<file path="src/rtl/aes128_key_expand_inv.sv">
// AES-128 inverse-cipher round-key source: expands the key forward once to reach rk10,
// then walks the schedule backwards one round per cycle while the core decrypts.
module aes128_key_expand_inv #(
    parameter int NR = 10
) (
    input  logic         clk_sys,
    input  logic         rst_n,
    input  logic [127:0] key_in,
    input  logic         key_load,
    input  logic         decipher_en,
    input  logic         rkey_en,
    input  logic [3:0]   round_num,
    output logic [127:0] round_key_10,
    output logic [127:0] round_key_inv,
    output logic         key_ready,
    output logic         key_err
);

    localparam logic [3:0] LP_NR = 4'(NR);

    typedef enum logic [1:0] {S_EMPTY, S_EXPAND, S_READY, S_RUN} state_t;

    function automatic logic [7:0] gf_mul(input logic [7:0] a, input logic [7:0] b);
        logic [7:0] p;
        logic [7:0] x;
        p = 8'h00;
        x = a;
        for (int i = 0; i < 8; i++) begin
            if (b[i]) p = p ^ x;
            x = {x[6:0], 1'b0} ^ (x[7] ? 8'h1b : 8'h00);
        end
        return p;
    endfunction

    // S-box = affine(a^254); a^254 is the field inverse and maps 0 to 0.
    function automatic logic [7:0] sbox(input logic [7:0] a);
        logic [7:0] sq;
        logic [7:0] b;
        sq = a;
        b  = 8'h01;
        for (int i = 1; i < 8; i++) begin
            sq = gf_mul(sq, sq);
            b  = gf_mul(b, sq);
        end
        return b ^ {b[6:0], b[7]} ^ {b[5:0], b[7:6]} ^ {b[4:0], b[7:5]}
                 ^ {b[3:0], b[7:4]} ^ 8'h63;
    endfunction

    function automatic logic [7:0] rcon(input logic [3:0] idx);
        case (idx)
            4'd1:    return 8'h01;
            4'd2:    return 8'h02;
            4'd3:    return 8'h04;
            4'd4:    return 8'h08;
            4'd5:    return 8'h10;
            4'd6:    return 8'h20;
            4'd7:    return 8'h40;
            4'd8:    return 8'h80;
            4'd9:    return 8'h1b;
            4'd10:   return 8'h36;
            default: return 8'h00;
        endcase
    endfunction

    state_t       r_state;
    logic [3:0]   r_cnt;
    logic [127:0] r_work;
    logic [127:0] r_rk10;
    logic [127:0] r_rki;
    logic         r_ready;
    logic         r_err;

    logic [127:0] w_prev_src;
    logic [31:0]  w_p3;
    logic [31:0]  w_sw_in;
    logic [31:0]  w_rot;
    logic [31:0]  w_sub;
    logic [31:0]  w_t;
    logic [7:0]   w_rc;
    logic [127:0] w_fwd;
    logic [127:0] w_prev;

    // Forward and inverse steps never run in the same cycle, so they share one SubWord.
    assign w_prev_src = (r_state == S_READY) ? r_rk10 : r_rki;
    assign w_p3       = w_prev_src[31:0] ^ w_prev_src[63:32];

    always_comb begin
        w_sw_in = w_p3;
        w_rc    = rcon(LP_NR - round_num);
        if (r_state == S_EXPAND) begin
            w_sw_in = r_work[31:0];
            w_rc    = rcon(r_cnt);
        end else if (r_state == S_READY) begin
            w_rc    = rcon(LP_NR);
        end
    end

    assign w_rot = {w_sw_in[23:0], w_sw_in[31:24]};

    generate
        for (genvar gi = 0; gi < 4; gi++) begin : g_sub
            assign w_sub[8*gi +: 8] = sbox(w_rot[8*gi +: 8]);
        end
    endgenerate

    assign w_t = w_sub ^ {w_rc, 24'h0};

    assign w_fwd[127:96] = r_work[127:96] ^ w_t;
    assign w_fwd[95:64]  = r_work[95:64]  ^ w_fwd[127:96];
    assign w_fwd[63:32]  = r_work[63:32]  ^ w_fwd[95:64];
    assign w_fwd[31:0]   = r_work[31:0]   ^ w_fwd[63:32];

    assign w_prev[127:96] = w_prev_src[127:96] ^ w_t;
    assign w_prev[95:64]  = w_prev_src[95:64] ^ w_prev_src[127:96];
    assign w_prev[63:32]  = w_prev_src[63:32] ^ w_prev_src[95:64];
    assign w_prev[31:0]   = w_p3;

    always_ff @(posedge clk_sys or negedge rst_n) begin
        if (!rst_n) begin
            r_state <= S_EMPTY;
            r_cnt   <= 4'd0;
            r_work  <= '0;
            r_rk10  <= '0;
            r_rki   <= '0;
            r_ready <= 1'b0;
            r_err   <= 1'b0;
        end else begin
            r_err <= 1'b0;
            case (r_state)
                S_EMPTY, S_EXPAND, S_READY: begin
                    if (key_load) begin
                        r_work  <= key_in;
                        r_cnt   <= 4'd1;
                        r_state <= S_EXPAND;
                        r_ready <= 1'b0;
                        r_err   <= decipher_en;
                    end else if (r_state == S_READY) begin
                        if (decipher_en) begin
                            r_rki   <= w_prev;
                            r_state <= S_RUN;
                            r_ready <= 1'b0;
                        end
                    end else begin
                        r_err <= decipher_en;
                        if (r_state == S_EXPAND) begin
                            r_work <= w_fwd;
                            r_cnt  <= r_cnt + 4'd1;
                            if (r_cnt == LP_NR) begin
                                r_rk10  <= w_fwd;
                                r_state <= S_READY;
                                r_ready <= 1'b1;
                            end
                        end
                    end
                end
                S_RUN: begin
                    r_err <= key_load;
                    if (rkey_en) begin
                        if (round_num == LP_NR) begin
                            r_state <= S_READY;
                            r_ready <= 1'b1;
                        end else if (round_num != 4'd0 && round_num < LP_NR) begin
                            r_rki <= w_prev;
                        end
                    end
                end
                default: r_state <= S_EMPTY;
            endcase
        end
    end

    assign round_key_10  = r_rk10;
    assign round_key_inv = r_rki;
    assign key_ready     = r_ready;
    assign key_err       = r_err;

endmodule

</file>
<file path="config.mk">
export PLATFORM = sky130hd
export DESIGN_NAME = aes128_key_expand_inv
export DESIGN_NICKNAME = d
export VERILOG_FILES = /design/src/rtl/aes128_key_expand_inv.sv
export SDC_FILE = /design/constraint.sdc
export NUM_CORES = 2
export LEC_CHECK = 0
export CAP_MARGIN = 15
export CORE_MARGIN = 10
export CORE_UTILIZATION = 50
export CTS_BUF_LIST = sky130_fd_sc_hd__clkbuf_8
export DETAILED_ROUTE_END_ITERATION = 16
export PLACE_DENSITY = 0.68
export RECOVER_POWER = 100
export SLEW_MARGIN = 5
export SYNTH_ARGS = -nofsm -noshare
export SYNTH_HDL_FRONTEND = slang
export SYNTH_SLANG_ARGS = --single-unit
</file>
<file path="constraint.sdc">
create_clock -name clk_sys -period 37.3 [get_ports clk_sys]
set_clock_uncertainty 0.2 [all_clocks]
set_input_delay 7.46 -clock clk_sys [delete_from_list [all_inputs] [get_ports clk_sys]]
set_output_delay 7.46 -clock clk_sys [all_outputs]
set_load 0.03 [all_outputs]
</file>
### Word level (Yosys, flattened, before mapping)

Memory sizes are Yosys's and may differ from the RTL's.
Cells that the tools add are included.

* flip-flop bits (word level): 392
* bits in latches: 0
* memory bits (writable): 0
* ROM bits: 256
* input port bits: 137
* output and inout port bits: 258
* logic and storage cells: 1672
* memories kept: 2

* $add $sub $neg: 2
* $mul: 0
* div/mod/pow operators: 0
* order comparisons: 1
* equal/unequal tests: 16
* shifts and indexed selects: 0
* multiplexer cells: 848
* bitwise logic cells: 787
* reductions and logical operators: 9

Memory list
* (no name shown): depth 16, bits a word 8, read ports 1, clocked after Yosys merged registers in 0, write ports 0, RTL line 50 `case (idx)`
* (no name shown): depth 16, bits a word 8, read ports 1, clocked after Yosys merged registers in 0, write ports 0, RTL line 50

Operator list (number)
* 8-bit 2-to-1 mux: 422
* 8-bit bitwise XOR: 380
* 8-bit by 5-bit bitwise XOR with 8-bit output: 364
* 5-bit 2-to-1 mux: 368
* 128-bit 2-to-1 mux: 10
* 32-bit bitwise XOR: 9
* 128-bit one-hot mux with 2 select lines: 1
* 32-bit 2-to-1 mux: 1
* 4-bit 2-to-1 mux: 7
* 7-bit 2-to-1 mux: 4
* 1-bit NOT (first input constant): 28
* 6-bit 2-to-1 mux: 4
* 2-bit 2-to-1 mux: 11
* 2-bit inequality test (second input constant): 8
* 4-bit NOT: 4
* 1-bit 2-to-1 mux: 13
* 3-bit 2-to-1 mux: 4
* 4-bit inequality test (second input constant): 3
* 5-bit AND reduction: 2
* 4-bit equality test (second input constant): 2
* 6-bit AND reduction: 1
* 4-bit by 1-bit adder with 4-bit output (second input constant): 1
* 2-bit equality test (second input constant): 2
* 4-bit less-than comparator (second input constant): 1
* 11 further kinds: 13

### Logic depth before layout (Yosys ltp)

* depth in word-level cells: 144
* gate-level depth with buffers: 79

### Worst setup path before layout

No wires, ideal clock.

* kind: reg2reg
* from: register r_state[0]
* to: register r_work[28]
* data arrival time: 17320 ps
* data required time: 36961 ps
* path slack: 19640 ps
* stages on the path, launching flop included: 72
* buffers on the path: 19
* path through: dfrtp_1 > nand2b_1 > buf_4 > buf_12 > buf_8 > buf_8 > o22ai_1 > a21oi_2 > ha_1 > clkbuf_1 > a32oi_1 > a211o_1 > clkbuf_1 > inv_1 > clkbuf_1 > clkbuf_1 > ha_1 > xnor3_1 > [... 36 more ...] > o21ai_0 > and4_1 > clkbuf_1 > or2_0 > buf_2 > nor2_1 > xor2_4 > xnor3_1 > xnor2_1 > nor2_1 > xnor2_1 > xnor3_1 > xor3_1 > xnor3_2 > xnor3_1 > xnor2_2 > nor4b_1 > a2111oi_2

* longest elaborated chain between the ends: 140

RTL lines
* start, declared: RTL line 65 `state_t r_state;`
* start signal, assigned: RTL line 120 `r_state <= S_EMPTY;`
* start signal, assigned: RTL line 134 `r_state <= S_EXPAND;`
* start signal, assigned: RTL line 140 `r_state <= S_RUN;`
* 2-bit equality test
* 128-bit 2-to-1 mux: RTL line 84 `assign w_prev_src = (r_state == S_READY) ? r_rk10 : r_rki;`
* 32-bit bitwise XOR: RTL line 85 `assign w_p3 = w_prev_src[31:0] ^ w_prev_src[63:32];`
* 32-bit 2-to-1 mux: RTL line 90 `if (r_state == S_EXPAND) begin`
* 5-bit 2-to-1 mux (tied with other cells): RTL line 30 `x = {x[6:0], 1'b0} ^ (x[7] ? 8'h1b : 8'h00);`
* 8-bit by 5-bit bitwise XOR with 8-bit output / 8-bit bitwise XOR (equally long branches): RTL line 30, 29
* 8-bit bitwise XOR / 8-bit 2-to-1 mux (equally long branches): RTL line 29 `if (b[i]) p = p ^ x;`
* 8-bit 2-to-1 mux / 8-bit bitwise XOR (equally long branches): RTL line 29
* [... 124 more ...]
* 32-bit bitwise XOR: RTL line 106 `assign w_t = w_sub ^ {w_rc, 24'h0};`
* 32-bit bitwise XOR: RTL line 108 `assign w_fwd[127:96] = r_work[127:96] ^ w_t;`
* 32-bit bitwise XOR: RTL line 109 `assign w_fwd[95:64] = r_work[95:64] ^ w_fwd[127:96];`
* 32-bit bitwise XOR: RTL line 110 `assign w_fwd[63:32] = r_work[63:32] ^ w_fwd[95:64];`
* 32-bit bitwise XOR: RTL line 111 `assign w_fwd[31:0] = r_work[31:0] ^ w_fwd[63:32];`
* 128-bit 2-to-1 mux: RTL line 145 `if (r_state == S_EXPAND) begin`
* 128-bit 2-to-1 mux: RTL line 137 `end else if (r_state == S_READY) begin`
* 128-bit 2-to-1 mux: RTL line 131 `if (key_load) begin`
* end signal, assigned: RTL line 132 `r_work <= key_in;`
* end signal, assigned: RTL line 146 `r_work <= w_fwd;`
* end, declared: RTL line 67 `logic [127:0] r_work;`

Parallel ways exist; a longest one is shown, timed or not. The select of a mux whose other input is x is not followed.
A chain may end at the register's enable or synchronous reset.

### Final worst setup path

* from: register r_state[0]
* to: register r_work[16]

* longest elaborated chain between the ends: 141

RTL lines (RTL line)
* 2-bit equality test: 84, 129, 137
* 128-bit 2-to-1 mux: 84
* 32-bit bitwise XOR: 85
* 32-bit 2-to-1 mux: 90
* 5-bit 2-to-1 mux (tied with other cells): 30
* 8-bit by 5-bit bitwise XOR with 8-bit output / 8-bit bitwise XOR (equally long branches): 30, 29
* 8-bit bitwise XOR / 8-bit 2-to-1 mux (equally long branches): 29
* 8-bit 2-to-1 mux / 8-bit bitwise XOR (equally long branches): 29
* [... 125 more ...]
* 32-bit bitwise XOR: 106
* 32-bit bitwise XOR: 108
* 32-bit bitwise XOR: 109
* 32-bit bitwise XOR: 110
* 32-bit bitwise XOR: 111
* 128-bit 2-to-1 mux: 145
* 128-bit 2-to-1 mux: 137
* 128-bit 2-to-1 mux: 131

Parallel ways exist; a longest one is shown, timed or not. The select of a mux whose other input is x is not followed.

==> impl_metrics.tcl <==
set metrics [dict create \
    cts_buffers 71 \
    yosysWarningCount 0 \
    hold_path_depth 2 \
    die_h_um 432.1 \
    io_pins 395 \
    netlist_instances 10714 \
    multi_input_area_mm2 0.07093 \
    grt.total_usage 0.3072 \
    avgSynthCellArea_um2 7.924 \
    dieArea_mm2 0.1867 \
    first_iter_violations 8793 \
    gp_congestion 0.9728 \
    synth_area_leader_cell "xnor2_1" \
    synthArstFlopShare 1.000 \
    dp_hpwl_um 223200 \
    r2r_cells 62 \
    synthTopCellsByArea "xnor2_1 17%, dfrtp_1 12%, xnor3_1 11%" \
    grt_pass1_vias 75510 \
    fmax_ghz 0.03496 \
    r2r-start "r_state[0]" \
    post_cts_buffers 0 \
    dpl_cell_area_mm2 0.09074 \
    yosysTopAreaCellShare 0.1700 \
    ys_seq_area_frac 0.1155 \
    design_area_mm2 0.09161 \
    synth_edf_count 0 \
    die_w_um 432.1 \
    critPathKind "reg2reg" \
    grt_overflow_total 0 \
    crit_slowest_cell "clkbuf_1" \
    vias 80587 \
    crit_path_end_kind "flip-flop" \
    tightest_slew_ps 8691 \
    drt_first_pass_iters 6 \
    coreArea_mm2 0.1691 \
    cpPeakStageDelay_ps 1700 \
    h-tree-depth 3 \
    arrival_ps 28990 \
    rsz0062_at_grt "no" \
    grt_pass1_wl_um 460400 \
    avgViaCountPerCell 6.210 \
    synth_area_mm2 0.08490 \
    status "finished, violations left" \
    wl_per_cell_um 23.31 \
    slew_viol_final 800 \
    tns_ps 0 \
    finalSetupViolCount 0 \
    cts.repair.resized 0 \
    violations "max-capacitance violations, max-slew violations" \
    ys_ff_latch 392 \
    drt-total-wl_um 302400 \
    worst_path_most_repeated_cell "xnor3_1" \
    max-slew-margin-rel -4.794 \
    synthTopCellsByCount "1,648 x xnor2_1, 1,412 x nor2_1, 1,016 x nand2_1" \
    cts_tree "done" \
    fin_crit_sh 0.7668 \
    seq_area_mm2 0.009809 \
    hold_buffers 0 \
    synth_flop_cell "dfrtp_1" \
    clockBufferDepth 3 \
    utilization 0.5418 \
    antenna_found_initial 31 \
    hp-class "reg2reg" \
    path_clk_slew_ps 60 \
    cap_violations 13 \
    n_fill_cell 15941 \
    rrSetupSlack_ps 8700 \
    min_to "round_key_inv[28]" \
    synthDistinctLibCells 137 \
    worstSkewPairLatency_ps 780 \
    grt_max_degree 161 \
    hp-start "round_key_inv[28]" \
    worstPathMaxFanout 41 \
    r2r-end "r_work[16]" \
    cts_root_buffer "clkbuf_8" \
    synth_most_common_cell "xnor2_1" \
    required_ps 37690 \
    synth_nets 10878 \
    cts_sinks 392 \
    start_util 0.5021 \
    drcViolationCount 0 \
    io_buffers 394 \
    drtAntennaViolNets 0 \
    nNetsFinal 10851 \
    cp-start-kind "flip-flop" \
    area_growth_pct 7.903 \
    fp-row-count 151 \
    layout_min_cycle_time_ps 28600 \
    hold_violations 0 \
    final_layout_size_suffix_gt1_frac 0.08017 \
]
[flip-flops by register name (all words and copies together), names as in the netlist]
register	flops
r_work	128
round_key_10	128
round_key_inv	128
r_cnt	4
r_state	2
key_err	1
key_ready	1
[cells in the final DEF (no fill, tap or decap), types with 43 or more instances in the layout]
master,instances
nor3_1,266
clkdlybuf4s50_1,134
o21ai_1,57
o21ai_0,730
o22ai_1,182
mux2_2,110
nand2_1,1013
nand2b_1,73
a22oi_1,160
a31oi_1,97
xnor2_2,100
dfrtp_1,392
xor2_2,45
o21a_1,46
inv_1,139
nor2_1,1409
and3_1,45
xnor2_1,1662
xnor3_1,410
a32oi_1,43
a211oi_1,93
xor2_1,582
buf_4,258
clkbuf_8,84
a21oi_1,613
dlygate4sd3_1,258
and2_1,53
xor3_1,56
o211ai_1,80
nand3_1,292
nor2b_1,60
mux2i_1,294
[per-layer routing]
metal,wire length [um],GRT usage,up-vias
met2,141100,0.5020,3648
met1,117500,0.3789,38872
met5,106,0,-
met3,21410,0.03959,710
li1,-,-,37341
met4,22350,0.2038,16
[cells by family after synthesis]
kind of cell / after synthesis / synth area share
flip-flops: 392 / 0.1155
XOR/XNOR: 2929 / 0.4094
AO/OA/AOI/OAI: 2563 / 0.1915
buffers and inverters: 910 / 0.04577
adder cells (fa/ha/maj): 36 / 0.005040
AND/OR/NAND/NOR: 3449 / 0.1767
multiplexers: 435 / 0.05606
[final cells by class]
| type | count | share of cell area |
|---|---|---|
| Multi-Input combinational cell | 9412 | 0.7743 |
| Sequential cell | 392 | 0.1071 |
| Timing Repair Buffer | 668 | 0.06497 |
| Tap cell | 2218 | 0.03029 |
| Clock buffer | 84 | 0.01262 |
| Inverter | 142 | 0.005859 |
| Clock inverter | 42 | 0.004439 |
| Antenna cell | 18 | 0.0004917 |
[worst max-delay path by stage]
| stage | from | end | slack (ps) |
|---|---|---|---|
| finish | r_state[0] | r_work[16] | 8700 |
| global route | r_state[0] | r_work[7] | 6840 |
| CTS | r_state[0] | r_work[14] | 14510 |
| detailed placement | r_state[0] | round_key_10[11] | 14570 |
| global placement | r_state[0] | r_work[14] | 14950 |
| floorplan | r_state[0] | r_work[28] | 19640 |
[worst max-delay path, delay by kind of cell, from the launching register on]
family                   cells  cell delay [ps]
flip-flops                   1              330
multiplexers                 3             1630
adder cells (fa/ha/maj)      3             1880
XOR/XNOR                    26            12390
AO/OA/AOI/OAI               11             2160
AND/OR/NAND/NOR             11             3020
buffers and inverters        8             6720
[per-stage QoR]
stage / instances / setup WS [ps] / hold slack [ps]
floorplan: 10714 / 19640 / 333.1
global placement: 12826 / 14950 / 305.4
detailed placement: 12826 / 14570 / 307.3
CTS: 12952 / 14510 / 324.5
global route: 12973 / 6835 / 336.1
finish: 12976 / 8700 / 314.3
Power is left out: the tool's default activity adds up to more than one toggle a clock period on the data nets, which glitch-free logic cannot reach.
